[config.mk]
export PLATFORM = sky130hd
export DESIGN_NAME = toggle_event_arbiter
export DESIGN_NICKNAME = d
export VERILOG_FILES = /design/src/rtl/toggle_event_arbiter.sv
export SDC_FILE = /design/constraint.sdc
export NUM_CORES = 1
export LEC_CHECK = 0
export CAP_MARGIN = 40
export CELL_PAD_IN_SITES_DETAIL_PLACEMENT = 1
export CELL_PAD_IN_SITES_GLOBAL_PLACEMENT = 2
export CORE_MARGIN = 5
export CORE_UTILIZATION = 30
export DETAILED_ROUTE_END_ITERATION = 12
export PLACE_DENSITY_LB_ADDON = 0.1
export SYNTH_ARGS = -nofsm -noshare
export SYNTH_HDL_FRONTEND = slang
export SYNTH_SLANG_ARGS = --single-unit
[constraint.sdc]
create_clock -name clk -period 2.65 [get_ports clk]
set_input_delay 0.53 -clock clk [delete_from_list [all_inputs] [get_ports clk]]
set_output_delay 0.53 -clock clk [all_outputs]
set_load 0.01 [all_outputs]
[src/rtl/toggle_event_arbiter.sv]
`default_nettype none
// ============================================================================
//  Module   : toggle_event_arbiter
//  Purpose  : Source-domain scheduler that shares one toggle-synchronizer CDC
//             channel among N_REQ event requesters. Single-cycle event pulses
//             are queued as per-requester pending flags and granted
//             round-robin. For each grant, chan_id is driven and held stable.
//             toggle_out is then flipped. A hold-off of GAP cycles follows
//             each flip, so the destination XOR edge detector never merges
//             two events.
//
//  Ports    : clk        - source-domain clock
//             rst_n      - asynchronous active-low reset
//             req_pulse  - [N_REQ] one-cycle event pulses, bit i = requester i
//             ovf_clr    - synchronous clear of ovf (and drop_cnt)
//             toggle_out - toggle bit into the CDC synchronizer
//             chan_id    - [ID_W] index of the granted requester
//             pend       - [N_REQ] per-requester pending flags
//             busy       - high while in LAUNCH or HOLD
//             ovf        - [N_REQ] sticky drop flags
//             drop_cnt   - [8] saturating count of dropped pulses
//                          (present only with TOGGLE_ARB_DROP_CNT_EN)
//
//  Options  : `define TOGGLE_ARB_DROP_CNT_EN to add the drop_cnt port/counter.
//
//  Note     : the destination domain must be reset together with this block.
//             A reset-induced change on toggle_out would otherwise be seen
//             there as a spurious event.
//
//  Revision : 1.0 - initial release
// ============================================================================
module toggle_event_arbiter #(
   parameter int N_REQ = 4,   // number of requesters, 2..16
   parameter int GAP   = 6,   // hold-off cycles after a flip, >= 1
   localparam int ID_W = $clog2(N_REQ)
) (
   input  logic             clk,
   input  logic             rst_n,
   input  logic [N_REQ-1:0] req_pulse,
   input  logic             ovf_clr,
   output logic             toggle_out,
   output logic [ID_W-1:0]  chan_id,
   output logic [N_REQ-1:0] pend,
   output logic             busy,
   output logic [N_REQ-1:0] ovf
`ifdef TOGGLE_ARB_DROP_CNT_EN
   ,
   output logic [7:0]       drop_cnt
`endif
);

   // Hold counter must represent GAP-1; keep it at least one bit wide.
   localparam int c_CNT_W = (GAP > 1) ? $clog2(GAP) : 1;

   localparam logic [1:0] c_IDLE   = 2'd0;
   localparam logic [1:0] c_LAUNCH = 2'd1;
   localparam logic [1:0] c_HOLD   = 2'd2;

   logic [1:0]         r_state;
   logic [ID_W-1:0]    r_ptr;
   logic [ID_W-1:0]    r_chan_id;
   logic               r_toggle;
   logic [N_REQ-1:0]   r_pend;
   logic [N_REQ-1:0]   r_ovf;
   logic [c_CNT_W-1:0] r_cnt;

   logic               w_grant;
   logic               w_found;
   logic [ID_W-1:0]    w_idx;
   logic [ID_W-1:0]    w_winner;
   logic [ID_W-1:0]    w_ptr_nxt;
   logic [N_REQ-1:0]   w_clr;
   logic [N_REQ-1:0]   w_drop;
   logic [N_REQ-1:0]   w_pend_nxt;
   logic [N_REQ-1:0]   w_ovf_nxt;

   // ------------------------------------------------------------------------
   // Round-robin pick: walk from the pointer upward, wrapping at N_REQ, and
   // take the first pending requester. The walk index is kept at ID_W bits
   // so that it wraps explicitly for non-power-of-two N_REQ.
   // ------------------------------------------------------------------------
   always_comb begin
      w_found  = 1'b0;
      w_winner = '0;
      w_idx    = r_ptr;
      for (int k = 0; k < N_REQ; k++) begin
         if (!w_found && r_pend[w_idx]) begin
            w_found  = 1'b1;
            w_winner = w_idx;
         end
         if (w_idx == ID_W'(N_REQ - 1)) begin
            w_idx = '0;
         end else begin
            w_idx = w_idx + ID_W'(1);
         end
      end
   end

   assign w_ptr_nxt = (w_winner == ID_W'(N_REQ - 1)) ? '0 : (w_winner + ID_W'(1));
   assign w_grant   = (r_state == c_IDLE) && w_found;
   assign w_clr     = w_grant ? (N_REQ'(1) << w_winner) : '0;

   // A pulse on a bit that stays pending this edge is a drop. A pulse on
   // the bit being granted re-queues it instead, because that bit's
   // previous event has just been consumed.
   assign w_drop     = req_pulse & r_pend & ~w_clr;
   assign w_pend_nxt = (r_pend & ~w_clr) | req_pulse;
   // A drop coinciding with ovf_clr keeps its flag set.
   assign w_ovf_nxt  = (ovf_clr ? '0 : r_ovf) | w_drop;

   // ------------------------------------------------------------------------
   // Pending/overflow flags and the IDLE -> LAUNCH -> HOLD sequencer.
   // ------------------------------------------------------------------------
   always_ff @(posedge clk or negedge rst_n) begin
      if (!rst_n) begin
         r_state   <= c_IDLE;
         r_ptr     <= '0;
         r_chan_id <= '0;
         r_toggle  <= 1'b0;
         r_pend    <= '0;
         r_ovf     <= '0;
         r_cnt     <= '0;
      end else begin
         r_pend <= w_pend_nxt;
         r_ovf  <= w_ovf_nxt;
         case (r_state)
            c_IDLE: begin
               if (w_grant) begin
                  r_chan_id <= w_winner;
                  r_ptr     <= w_ptr_nxt;
                  r_state   <= c_LAUNCH;
               end
            end
            c_LAUNCH: begin
               // chan_id has been stable for one cycle when the flip occurs.
               r_toggle <= ~r_toggle;
               r_cnt    <= c_CNT_W'(GAP - 1);
               r_state  <= c_HOLD;
            end
            c_HOLD: begin
               // GAP HOLD cycles in total: GAP-1 down to 0 inclusive.
               if (r_cnt == '0) begin
                  r_state <= c_IDLE;
               end else begin
                  r_cnt <= r_cnt - c_CNT_W'(1);
               end
            end
            default: begin
               r_state <= c_IDLE;
            end
         endcase
      end
   end

`ifdef TOGGLE_ARB_DROP_CNT_EN
   // ------------------------------------------------------------------------
   // Saturating count of all dropped pulses. Drops on the same edge as
   // ovf_clr are counted into the freshly cleared value.
   // ------------------------------------------------------------------------
   logic [7:0] r_drop_cnt;
   logic [8:0] w_drop_num;
   logic [8:0] w_cnt_sum;

   always_comb begin
      w_drop_num = '0;
      for (int i = 0; i < N_REQ; i++) begin
         w_drop_num = w_drop_num + 9'(w_drop[i]);
      end
      w_cnt_sum = (ovf_clr ? 9'd0 : {1'b0, r_drop_cnt}) + w_drop_num;
   end

   always_ff @(posedge clk or negedge rst_n) begin
      if (!rst_n) begin
         r_drop_cnt <= '0;
      end else if (w_cnt_sum > 9'd255) begin
         r_drop_cnt <= 8'd255;
      end else begin
         r_drop_cnt <= w_cnt_sum[7:0];
      end
   end

   assign drop_cnt = r_drop_cnt;
`else
   // Without the counter, drops are reported only through the sticky ovf bits.
`endif

   assign toggle_out = r_toggle;
   assign chan_id    = r_chan_id;
   assign pend       = r_pend;
   assign ovf        = r_ovf;
   assign busy       = (r_state == c_LAUNCH) || (r_state == c_HOLD);

endmodule
`default_nettype wire

==> flow_summary.toml, run 1 <==
[run_status]
outcome = "complete, but fails checks"
violations = "negative setup slack"

[grt]
grt_pass1_vias = 1234
grt_pass1_wl_mm = 5.95
grt_max_degree = 19
antenna_found_initial = 0
grt_use_total_pct = 13.4
grt-ovfl-total = 0

[timing]
fmax_ghz = 0.356
setup_viol = 9
grt_setup_unrepaired = "yes"
period_share_pct = 106
setup_tns_ns = -0.682
relSlewSlack_pct = 66.5
maxSlewViolCount = 0
clock-skew-final_ns = 0.00348
finalHoldViolCount = 0
period_needed_ns = 2.81
whs_ns = 0.477
fin_ws_ns = -0.161
max_slew.worst_pin.slew_ns = 0.502

[power_and_ir_drop]
ir_drop_v = 0.000254
pwr-share-clk_pct = 40.8
power.switching_w = 0.000113
swShare_pct = 20.6
power_per_cell_area_nw_per_um2 = 289
p_seq_share_pct = 51.7
power_leakage_nw = 0.836
combPwrFrac_pct = 7.5
p_int_w = 0.000434

[yosys]
ys_seq_elements = 18
syn_avg_cell_area_um2 = 9.67
post-synth-top-area-fraction_pct = 35.0
synth_top_flop_cell = "dfrtp_1"
synthesis.area_um2 = 1290
synthCells = 133
synth_cell_type_count = 43
synth_top_area_cell = "dfrtp_1"
synth_edf_count = 0
yosys_warnings = 0
synth_area_leaders = "dfrtp_1 (35%), ha_1 (9.7%), inv_1 (6.7%)"
synth_nets = 150
synthArstFlopShare_pct = 100
seq_area_frac_synth_pct = 35.0

[placed_design]
place.gp.congestion = 0.825
pre_cts_ws_ns = -0.220
dp_hpwl_mm = 2.55
dp.cells = 212
place_area_um2 = 1620
portBuffers = 18

[drt]
routed_wl_mm = 3.58
first_pass_iters = 4
via_count = 1166
route.detailed.drc = 0
vias_per_cell = 5.23
wl_per_cell_um = 16.1
drtIter0Drc = 36
ant_nets = 0

[worst_setup_path]
crit_type = "reg -> reg"
critical_path_depth = 10
worst-path-buf-inv = 2
startpoint = "r_ptr[0]"
path_cells = "ha_4, buf_6, mux2_4, mux2i_4, a222oi_1, o22ai_1, o41a_1, buf_6, ha_4, mux2_4"
crit_slowest_cell = "dfrtp_2"
critPathTopFamily = "multiplexers"
worstSetupEndpointType = "flip-flop"
crit_path_end = "r_ptr[1]"
r2r_start = "r_ptr[0]"
start_kind = "flip-flop"
rrSetupSlack_ns = -0.16
path_max_fanout = 8
max_stage_delay_ns = 0.45
crit_required_ns = 2.79
crit_arrival_ns = 2.95
r2r_end = "r_ptr[1]"
r2r_cells = 10

[floorplan]
start_util_pct = 31.5
num_rows = 23
dieArea_um2 = 5700
coreArea_um2 = 4090
ios = 19
die_w_um = 75.5
fp.dieH_um = 75.5

[run]
cap_viol_max_count = 0

[finish]
nFillCells = 469
drive_above_1_share_pct = 33.5
area_delta_synth_final_pct = 47.3
finalNetCount = 191
insertedDiodeCount = 0
fin_cells = 223
design_area_um2 = 1890

[clocking]
htree_num_levels = 1
cts_tree = "yes"
numClockSinks = 18
cts_buffers = 3
clk_root_buffer_cell = "clkbuf_8"
clk_latency_ns = 0.25
path_clk_slew_ns = 0.07
holdBufCountCts = 0
clock_path_buffers = 2

[worst_hold_path]
hold_class = "reg -> reg"
==> power groups by stage <==
| stage | registers (W) | clock network [W] | logic, W |
|---|---|---|---|
| after CTS | 0.000283 | 0.000235 | 0.0000420 |
| after global routing | 0.000283 | 0.000244 | 0.0000457 |
| after detailed placement | 0.000288 | 0 | 0.0000418 |
| after floorplan | 0.000291 | 0 | 0.00000772 |
| final | 0.000283 | 0.000223 | 0.0000411 |
| after global placement | 0.000288 | 0 | 0.0000415 |
==> how the worst min path moves through the flow <==
stage          startpoint    endpoint  cells past startpoint
6_report         r_cnt[0]    r_cnt[0]                      1
5_1_grt        toggle_out  toggle_out                      1
4_1_cts          r_cnt[0]    r_cnt[0]                      1
3_5_place_dp     r_cnt[0]    r_cnt[0]                      1
3_3_place_gp   toggle_out  toggle_out                      1
2_1_floorplan       rst_n  chan_id[0]                      0
==> synth_stat cells (2+ instances only) <==
cell type / n
nor2_1: 4
dfrtp_1: 18
nand2_1: 8
nand2b_1: 2
buf_2: 2
o21ai_0: 11
ha_1: 10
mux2i_1: 4
o22ai_1: 6
a21oi_1: 3
buf_6: 2
o31ai_1: 2
mux2_2: 6
nand3_1: 2
nor2b_1: 2
mux4_2: 2
inv_1: 23
==> what timing repair did <==
action	in CTS	in global routing
resized for setup	15	19
cloned	1	0
pin swaps	5	11
buffers inserted	2	5
endpoints found under the setup margin	9	10
==> layout make-up <==
cell class,instances,area [um2],share of cell area (%)
Multi-Input combinational cell,87,841,44.4
Sequential cell,18,452,23.8
Timing Repair Buffer,41,398,21.0
Inverter,23,86.3,4.56
Tap cell,50,62.6,3.30
Clock buffer,4,55.1,2.91
==> layout by cell type (no fill, tap or decap), drive strengths merged, types with 2 or more instances in the layout <==
cell / netlist / layout
nor2: 4 / 4
buf: 4 / 22
nand2b: 2 / 2
o21ai: 12 / 12
o31ai: 2 / 2
clkbuf: 1 / 4
a21boi: 2 / 2
inv: 23 / 23
mux2: 7 / 7
ha: 10 / 10
a21oi: 3 / 3
a211oi: 2 / 2
clkdlybuf4s50: 0 / 18
o22ai: 6 / 6
dfrtp: 18 / 18
nand3: 2 / 2
mux2i: 4 / 4
nor2b: 2 / 2
nand2: 8 / 8
mux4: 2 / 2
==> state kept, by name (all words and copies together) (netlist names) <==
register	flops
r_cnt	3
toggle_out	1
r_state	2
pend	4
chan_id	2
r_ptr	2
ovf	4
==> per-stage QoR <==
stage,total power [W],utilization (%)
global placement,0.000329,39.7
global route,0.000573,46.4
floorplan,0.000298,-
detailed placement,0.000330,39.7
finish,0.000547,46.4
CTS,0.000560,43.8
==> kinds of logic (layout without fill, tap and decap cells) <==
family / Yosys count / in the layout / synth area share, %
buf+inv: 28 / 68 / 9.53
mux: 13 / 13 / 13.0
simple gates: 25 / 25 / 9.83
xor+xnor: 2 / 2 / 1.36
compound gates: 37 / 37 / 21.5
fa+ha+maj: 10 / 10 / 9.73
flops: 18 / 18 / 35.0
==> routing by layer <==
layer	track usage, %	up-vias	wire length (um)
met3	3.30	4	162
met5	0	-	0
li1	-	547	-
met2	23.9	29	1890
met1	16.6	586	1500
met4	2.14	0	24
Power figures use the tool's default switching activity.
==> run 2, diff against run 1 <==
--- a/config.mk
+++ b/config.mk
@@ -8,8 +8,7 @@
 export CAP_MARGIN = 40
 export CELL_PAD_IN_SITES_DETAIL_PLACEMENT = 1
 export CELL_PAD_IN_SITES_GLOBAL_PLACEMENT = 2
-export CORE_MARGIN = 5
-export CORE_UTILIZATION = 30
+export CORE_UTILIZATION = 33
 export DETAILED_ROUTE_END_ITERATION = 12
 export PLACE_DENSITY_LB_ADDON = 0.1
 export SYNTH_ARGS = -nofsm -noshare
==> constraint.sdc (replaced) <==
create_clock -name clk -period 2.6 [get_ports clk]
set_input_delay 0.52 -clock clk [delete_from_list [all_inputs] [get_ports clk]]
set_output_delay 0.52 -clock clk [all_outputs]
set_load 0.01 [all_outputs]
==> run 2 against run 1 <==
Against the previous run: the run still ends with negative setup slack left; worst hold slack gained 0.0047 ns; critical path type unchanged; register-to-register slack is essentially flat; critical endpoint is now ovf[3]; wire length grew 9.0%; clock-buffer cell count is the same; clock skew shrank 0.0014 ns; via count grew 2.3%; clock power grew 4%.
==> flow_summary.toml, run 2 (same netlist as run 1, synthesis figures left out) <==
[run_status]
outcome = "complete, but fails checks"
violations = "negative setup slack"

[drt]
first_pass_iters = 4
ant_nets = 0
drtIter0Drc = 55
via_count = 1193
wl_per_cell_um = 16.8
routed_wl_mm = 3.90
vias_per_cell = 5.12
route.detailed.drc = 0

[clocking]
holdBufCountCts = 0
htree_num_levels = 1
cts_buffers = 3
clk_root_buffer_cell = "clkbuf_8"
path_clk_slew_ns = 0.07
clock_path_buffers = 2
clk_latency_ns = 0.26
numClockSinks = 18
cts_tree = "yes"

[worst_setup_path]
path_max_fanout = 5
rrSetupSlack_ns = -0.17
r2r_cells = 11
max_stage_delay_ns = 0.45
crit_arrival_ns = 2.90
crit_type = "reg -> reg"
worstSetupEndpointType = "flip-flop"
crit_required_ns = 2.73
crit_slowest_cell = "dfrtp_2"
path_cells = "ha_4, buf_6, or3_4, a211oi_4, a222oi_1, o22ai_2, o41a_1, ha_4, inv_2, o21ai_4, o22ai_1"
r2r_end = "ovf[3]"
crit_top_cell = "ha_4"
r2r_start = "r_ptr[0]"
start_kind = "flip-flop"

[power_and_ir_drop]
power_leakage_nw = 0.870
power_per_cell_area_nw_per_um2 = 282
p_total_w = 0.000566
ir_drop_v = 0.000305

[grt]
grt-ovfl-total = 0
grt_pass1_wl_mm = 5.98
grt_pass1_vias = 1269
grt_max_degree = 19
antenna_found_initial = 0
grt_use_total_pct = 18.6

[timing]
setup_viol = 11
fmax_ghz = 0.361
grt_setup_unrepaired = "yes"
period_share_pct = 107
whs_ns = 0.481
period_needed_ns = 2.77
clock-skew-final_ns = 0.00211
finalHoldViolCount = 0
relSlewSlack_pct = 64.5
max_slew.worst_pin.slew_ns = 0.531
fin_ws_ns = -0.171
maxSlewViolCount = 0

[finish]
drive_above_1_share_pct = 44.3
final_cell_mix = "buf_4 (30), clkdlybuf4s50_1 (18), inv_1 (17), dfrtp_1 (17), nand2_1 (7)"
final_common_cell = "buf_4"
final_util_pct = 54.4
finalNetCount = 203
insertedDiodeCount = 0
area_delta_synth_final_pct = 56.1

[placed_design]
place.gp.congestion = 0.798
portBuffers = 18
dp_hpwl_mm = 2.40

[floorplan]
fp.dieH_um = 64.4
coreArea_um2 = 3690
num_rows = 22
die_w_um = 64.4
ios = 19
start_util_pct = 34.9
dieArea_um2 = 4150

[worst_hold_path]
hold_start = "toggle_out"
hold_class = "reg -> reg"
hold_depth = 1
min_to = "toggle_out"

[run]
cap_viol_max_count = 0
[run 2: changes by cell type in the layout (fill, tap and decap cells not counted), moves of 2 or more]
cell     delta
buf_4      +11
inv_2       +3
mux2i_2     +2
mux2_2      +2
inv_1       -3
o21ai_4     +3
mux2_4      -2
[run 2: worst max-delay path by stage]
stage | startpoint | to | slack [ns] | cells past startpoint
after floorplan | r_ptr[0] | ovf[3] | 0.04 | 11
after detailed placement | r_ptr[0] | ovf[3] | -0.16 | 10
after global routing | r_ptr[0] | chan_id[1] | -0.22 | 11
after global placement | r_ptr[0] | pend[2] | -0.06 | 12
after CTS | r_ptr[0] | r_ptr[1] | -0.10 | 8
final | r_ptr[0] | ovf[3] | -0.17 | 11
[run 2: area by class of cell]
| type | count | area (um2) |
|---|---|---|
| fill | 419 | 1680 |
| multi-input combinational | 87 | 876 |
| timing repair buffer | 53 | 479 |
| sequential | 18 | 452 |
| inverter | 23 | 86.3 |
| tap | 48 | 60.1 |
| clock buffer | 4 | 55.1 |
[run 2: metal layers]
metal / part of all wire [%] / wire length [um] / global-route usage, % / up-vias
met5: 0 / 0 / 0 / -
met4: 1.2 / 46 / 4.17 / 0
met3: 2.8 / 108 / 3.17 / 6
met2: 54 / 2120 / 34.7 / 19
met1: 42 / 1630 / 21.9 / 594
li1: - / - / - / 574
[run 2: what timing repair did]
action | in CTS | in global routing
endpoints found under the setup margin | 9 | 12
setup buffers | 10 | 8
gates resized for setup | 19 | 23
pin swaps | 9 | 22
[run 2: where the power goes]
| part | leakage (nW) | internal [W] | switching, W |
|---|---|---|---|
| sequential | 0.204 | 0.000285 | 0.00000273 |
| combinational | 0.637 | 0.0000252 | 0.0000211 |
| clock | 0.0288 | 0.000135 | 0.0000974 |
| total | 0.870 | 0.000445 | 0.000121 |
[run 2: worst max-delay path: cells and delay by family (launching register included)]
| kind | cells | cell delay, ns |
|---|---|---|
| compound gates | 6 | 1.18 |
| buf+inv | 2 | 0.18 |
| simple gates | 1 | 0.34 |
| fa+ha+maj | 2 | 0.48 |
| flops | 1 | 0.45 |
[run 2: per-stage QoR]
stage               std cells  setup TNS, ns  instance area [um2]  setup WS (ns)
floorplan                 133              0                 1310         0.0366
global placement          211         -0.160                 1640        -0.0577
detailed placement        211         -0.852                 1640         -0.160
CTS                       225         -0.271                 1830         -0.104
global route              233          -1.98                 2010         -0.216
finish                    233          -1.29                 2010         -0.171
==> edit 1: new RTL, settings of run 1 <==
Put one more register stage on the output `ovf`, without a reset. The value now appears one clock later. The other outputs are not delayed to match.
--- a/src/rtl/toggle_event_arbiter.sv
+++ b/src/rtl/toggle_event_arbiter.sv
@@ -188,5 +188,7 @@
    assign chan_id    = r_chan_id;
    assign pend       = r_pend;
-   assign ovf        = r_ovf;
+   always_ff @(posedge clk) begin
+      ovf <= r_ovf;
+   end
    assign busy       = (r_state == c_LAUNCH) || (r_state == c_HOLD);
 
Formal check against the unedited RTL: not equivalent (Yosys sat finds a counterexample within 4 cycles, from zero or initial values and one cycle with rst_n low).
==> edit 1 against run 1 <==
- setup slack improved by 0.027 ns
- the flow still finishes with violations (negative setup slack)
- sequential power increased by 23%
- power increased by 29%
- design area increased by 10%
- sequential cell count increased by 4
- sequential share of layout area increased by 1.6 points
- wire length increased by 12%
- critical endpoint unchanged
- area after synthesis increased by 6.3%
==> edit 1: results (changes against run 1) <==
| Step | Result | This run | vs run 1 |
|:---|:---|:---|:---|
| synthesis | Top cells by count, synth | inv_1, dfrtp_1, ha_1, o21ai_0, nand2_1 |  |
| synthesis | Count of cell types in the netlist | 44 | +2.3% |
| route | Met2 layer wire length in the routed design | 2110 um | +11% |
| route | Sum of routed wire length over all layers | 4020 um | +12% |
| finish | Fraction of final layout cells with drive strength greater than 1 | 40.9% | +7.3 points |
| grt | GR Util met3 | 2.08% | -1.2 points |
| finish | Final core utilization | 47.7% | +1.4 points |
| timing | Transition time at the pin with the least slew margin | 0.523 ns | +0.0214 ns |
| power | Pwr/cell area | 338 mW/mm2 | +17% |
| place | Routability Congestion | 0.811 | -1.7% |
| timing | Total of endpoints with negative setup slack in the final report | 8 | -1 |
| grt | Vias in the first global route | 1373 | +11% |
| grt | Wire length of the first global-routing pass | 6710 um | +13% |
| grt | Overall Global Routing Usage | 14.0% | +0.62 points |
| worst hold path | Min-Delay Startpoint | r_ovf[0] |  |
| run status | Violated checks | negative setup slack |  |
| power | Power Internal | 0.571 mW | +32% |
| timing | Worst path setup slack after routing | -0.134 ns | +0.0266 ns |
| synthesis | Share of flip-flops with an asynchronous set or reset after synthesis | 81.8% | -18 points |
| route | Number of DRC violations after detailed-routing iteration 0 | 43 | +19% |
| timing | Clk_skew | 0.00182 ns | -0.00165 ns |
| synthesis | Portion of the post-synthesis area used by sequential elements | 38.8% | +3.8 points |
| critical path | Critical path class | reg2reg |  |
| route | Routed vias/inst | 5.13 | -2.0% |
| route | Routed met1 length | 1770 um | +18% |
| grt | Met2 layer usage reported by global route | 25.3% | +1.4 points |
| route | Met3 routed wirelength | 94 um | -42% |
| worst hold path | Worst min-delay path endpoint | ovf[0] |  |
| critical path | Arrival time of data at the critical path endpoint | 2.94 ns | about the same |
| power | Part of the power in registers | 49.1% | -2.6 points |
| grt | Global-route met1 utilization | 16.9% | +0.35 points |
| power | Leakage dissipation | 0.928 nW | +11% |
| finish | Filler instances | 485 | +3.4% |
| timing | Final sum of negative setup slack | -0.573 ns | +0.109 ns |
| place | Pre-CTS worst setup slack | -0.340 ns | -0.120 ns |
| run status | Result of the run | finished, violations left |  |
| place | Post-place instance area | 0.00175 mm2 | +7.8% |
| place | Post-DP HPWL | 2710 um | +6.0% |
| synthesis | Syn Nets | 154 | +2.7% |
| route | Highest metal used | met4 |  |
| synthesis | Cells taking the most area after synthesis | dfrtp_1, ha_1, inv_1, dfxtp_1, mux2_2 |  |
| finish | Count of nets after finishing | 204 | +6.8% |
| worst hold path | Worst Hold Depth | 0 | -1 |
| critical path | Number of cells on the worst reg-to-reg path | 9 | -1 |
| power | Max IR drop VDD | 0.192 mV | -24% |
| finish | Leading cell type in the layout, fill and taps excluded | buf_4 |  |
| critical path | CP delay by family, top | compound AO/OA/AOI/OAI gates |  |
[edit 1: kinds of logic (layout without fill, tap and decap cells)]
kind of cell,after synthesis,count (layout),share of synthesized area [%]
fa+ha+maj,10,10,9.15
flops,22,22,38.8
simple gates,26,26,9.33
compound gates,35,35,19.4
xor+xnor,2,2,1.28
mux,14,14,13.1
buf+inv,28,77,8.97
[edit 1: stage by stage]
stage	hold WS [ns]	std cells
finish	0.378	238
CTS	0.383	235
global placement	0.352	222
floorplan	0.234	137
global route	0.395	238
detailed placement	0.362	222
[edit 1: repair_timing]
action / in CTS / in global routing
buffers inserted: 8 / 3
hold endpoints to repair: 0 / 0
gates resized for setup: 16 / 31
setup endpoints to repair: 10 / 11
pin swaps: 8 / 13
gates cloned: 1 / 0
[edit 1: area by class of cell]
class | count | share of cell area [%]
Multi-Input combinational cell | 87 | 40.6
Sequential cell | 22 | 25.4
Timing Repair Buffer | 50 | 23.4
Inverter | 23 | 4.13
Tap cell | 52 | 3.11
Clock buffer | 3 | 1.97
Clock inverter | 1 | 1.44
==> edit 2: new RTL, flow settings as in run 1 <==
Made on the original files. Change the parameter `GAP` from 6 to 5.
--- a/src/rtl/toggle_event_arbiter.sv
+++ b/src/rtl/toggle_event_arbiter.sv
@@ -32,5 +32,5 @@
 module toggle_event_arbiter #(
    parameter int N_REQ = 4,   // number of requesters, 2..16
-   parameter int GAP   = 6,   // hold-off cycles after a flip, >= 1
+   parameter int GAP   = 5,   // hold-off cycles after a flip, >= 1
    localparam int ID_W = $clog2(N_REQ)
 ) (
Function: changed (a bounded check fails within 10 cycles, from zero or initial values and one cycle with rst_n low).
==> edit 2 against run 1 <==
- the run still ends with negative setup slack left
- area after synthesis is 0.19% higher
- count of clock-buffer cells in the layout stayed put
- design area is 1.3% lower
- power is 0.71% higher
- clock power is 5% higher
- setup slack better by 0.12 ns
- wire length is 3.6% higher
- sequential cell count stayed put
- first-iteration DRC count grew to 2.6 times the old value
- critical endpoint is now ovf[0]
==> edit 2: results (changes against run 1) <==
| Step | Result | This run | vs run 1 |
|:---|:---|:---|:---|
| finish | Count of nets after finishing | 194 | +1.6% |
| timing | Worst path setup slack after routing | -0.0365 ns | +0.124 ns |
| critical path | CP delay by family, top | compound AO/OA/AOI/OAI gates |  |
| power | Max IR drop VDD | 0.198 mV | -22% |
| route | Sum of routed wire length over all layers | 3710 um | +3.6% |
| critical path | Standard cell with the maximum stage delay on the critical path | o41ai_4 |  |
| cts | Longest Clk Path Bufs | 2 | unchanged |
| synthesis | Average cell area after synthesis | 9.62 um2 | -0.55% |
| place | # port buffers | 18 | unchanged |
| finish | Fraction of final layout cells with drive strength greater than 1 | 34.7% | +1.1 points |
| synthesis | Share of flip-flops with an asynchronous set or reset after synthesis | 100% | unchanged |
| synthesis | Count of cell types in the netlist | 41 | -4.7% |
| place | Post-place instance area | 0.00163 mm2 | +0.62% |
| synthesis | Syn Nets | 151 | +0.67% |
| place | Number of placed instances, taps included | 214 | +0.94% |
| timing | Total of endpoints with negative setup slack in the final report | 4 | -5 |
| run status | Violated checks | negative setup slack |  |
| place | Post-DP HPWL | 2640 um | +3.5% |
| power | Switching part of the total power | 21.8% | +1.2 points |
| grt | Vias in the first global route | 1248 | +1.1% |
| cts | Buffer type at the clock tree root | clkbuf_8 |  |
| finish | Number of standard cells in the layout, taps in and fillers out | 226 | +1.3% |
| synthesis | Most used DFF post-synth | dfrtp_1 |  |
| run status | Result of the run | finished, violations left |  |
| route | Drt first pass iters | 4 | unchanged |
| timing | Transition time at the pin with the least slew margin | 0.523 ns | +0.0210 ns |
| power | Leakage dissipation | 0.812 nW | -2.9% |
| cts | CTS H-Tree Depth | 1 | unchanged |
| grt | Overall Global Routing Usage | 14.3% | +0.88 points |
| place | Routability Congestion | 0.783 | -5.1% |
| grt | Wire length of the first global-routing pass | 6130 um | +2.9% |
| timing | Clk_skew | 0.00629 ns | +0.00282 ns |
| critical path | Arrival time of data at the critical path endpoint | 2.87 ns | -0.08 ns |
| synthesis | Portion of the post-synthesis area used by sequential elements | 35.0% | -0.068 points |
| synthesis | Cells taking the most area after synthesis | dfrtp_1, ha_1, inv_1, o21ai_0, mux2_2 |  |
| critical path | Largest driver fanout on the critical path | 10 | +2 |
| synthesis | Top cells by count, synth | inv_1, dfrtp_1, o21ai_0 |  |
| route | Routed vias/inst | 5.18 | -0.99% |
| route | Number of DRC violations after detailed-routing iteration 0 | 94 | +160% |
==> edit 2: cell type report <==
class,instances,area [um2]
fillers,464,2220
multi-input cells,87,801
flip-flops and latches,18,452
repair buffers,43,409
inverters,24,90.1
well taps,50,62.6
clock buffers,4,55.1
==> edit 2: cell families (layout without fill, tap and decap cells) <==
family          Yosys count  count (layout)  share of synthesized area, %
compound gates           38              38                          21.7
xor+xnor                  2               2                          1.36
fa+ha+maj                10              10                          9.71
buf+inv                  29              71                          9.81
flops                    18              18                          35.0
mux                      13              13                          13.0
simple gates             24              24                          9.52
==> edit 2: power groups by stage <==
stage,Sequential (mW),Clock (mW),Combinational [mW]
3_3_place_gp,0.287,0,0.0353
5_1_grt,0.282,0.254,0.0383
3_5_place_dp,0.287,0,0.0359
4_1_cts,0.281,0.245,0.0359
6_report,0.281,0.235,0.0348
2_1_floorplan,0.289,0,0.00616
==> edit 2: per-layer routing <==
metal	vias to the layer above	routed length, um	GRT usage [%]
li1	555	-	-
met1	580	1660	18.2
met4	0	62	4.85
met2	29	1820	23.6
met5	-	0	0
met3	6	163	3.43
==> edit 2: timing repair <==
| item | 4_1_cts | 5_1_grt |
|---|---|---|
| pin swaps | 6 | 10 |
| setup endpoints to repair | 10 | 10 |
| hold endpoints to repair | 0 | 0 |
| gates resized for setup | 17 | 12 |
| setup buffers | 4 | 3 |
| gates cloned | 1 | 0 |
==> edit 2: path summary, 6_finish.rpt <==
| path | cells past startpoint | to | slack [ns] | from |
|---|---|---|---|---|
| setup / recovery | 11 | ovf[0] | -0.04 | r_ptr[0] |
| hold / removal | 1 | toggle_out | 0.47 | toggle_out |
| setup reg to reg | 11 | ovf[0] | -0.04 | r_ptr[0] |
| hold reg to reg | 1 | toggle_out | 0.47 | toggle_out |
| max in group asynchronous | 2 | r_ptr[0] | 1.83 | rst_n |
| min in group asynchronous | 2 | r_state[0] | 0.59 | rst_n |
==> edit 2: metrics by stage <==
step / setup TNS [ns] / setup WS [ns]
CTS: 0 / 0.00587
floorplan: 0 / 0.000256
detailed placement: -1.85 / -0.259
global route: -0.883 / -0.144
finish: -0.108 / -0.0365
global placement: -1.60 / -0.235
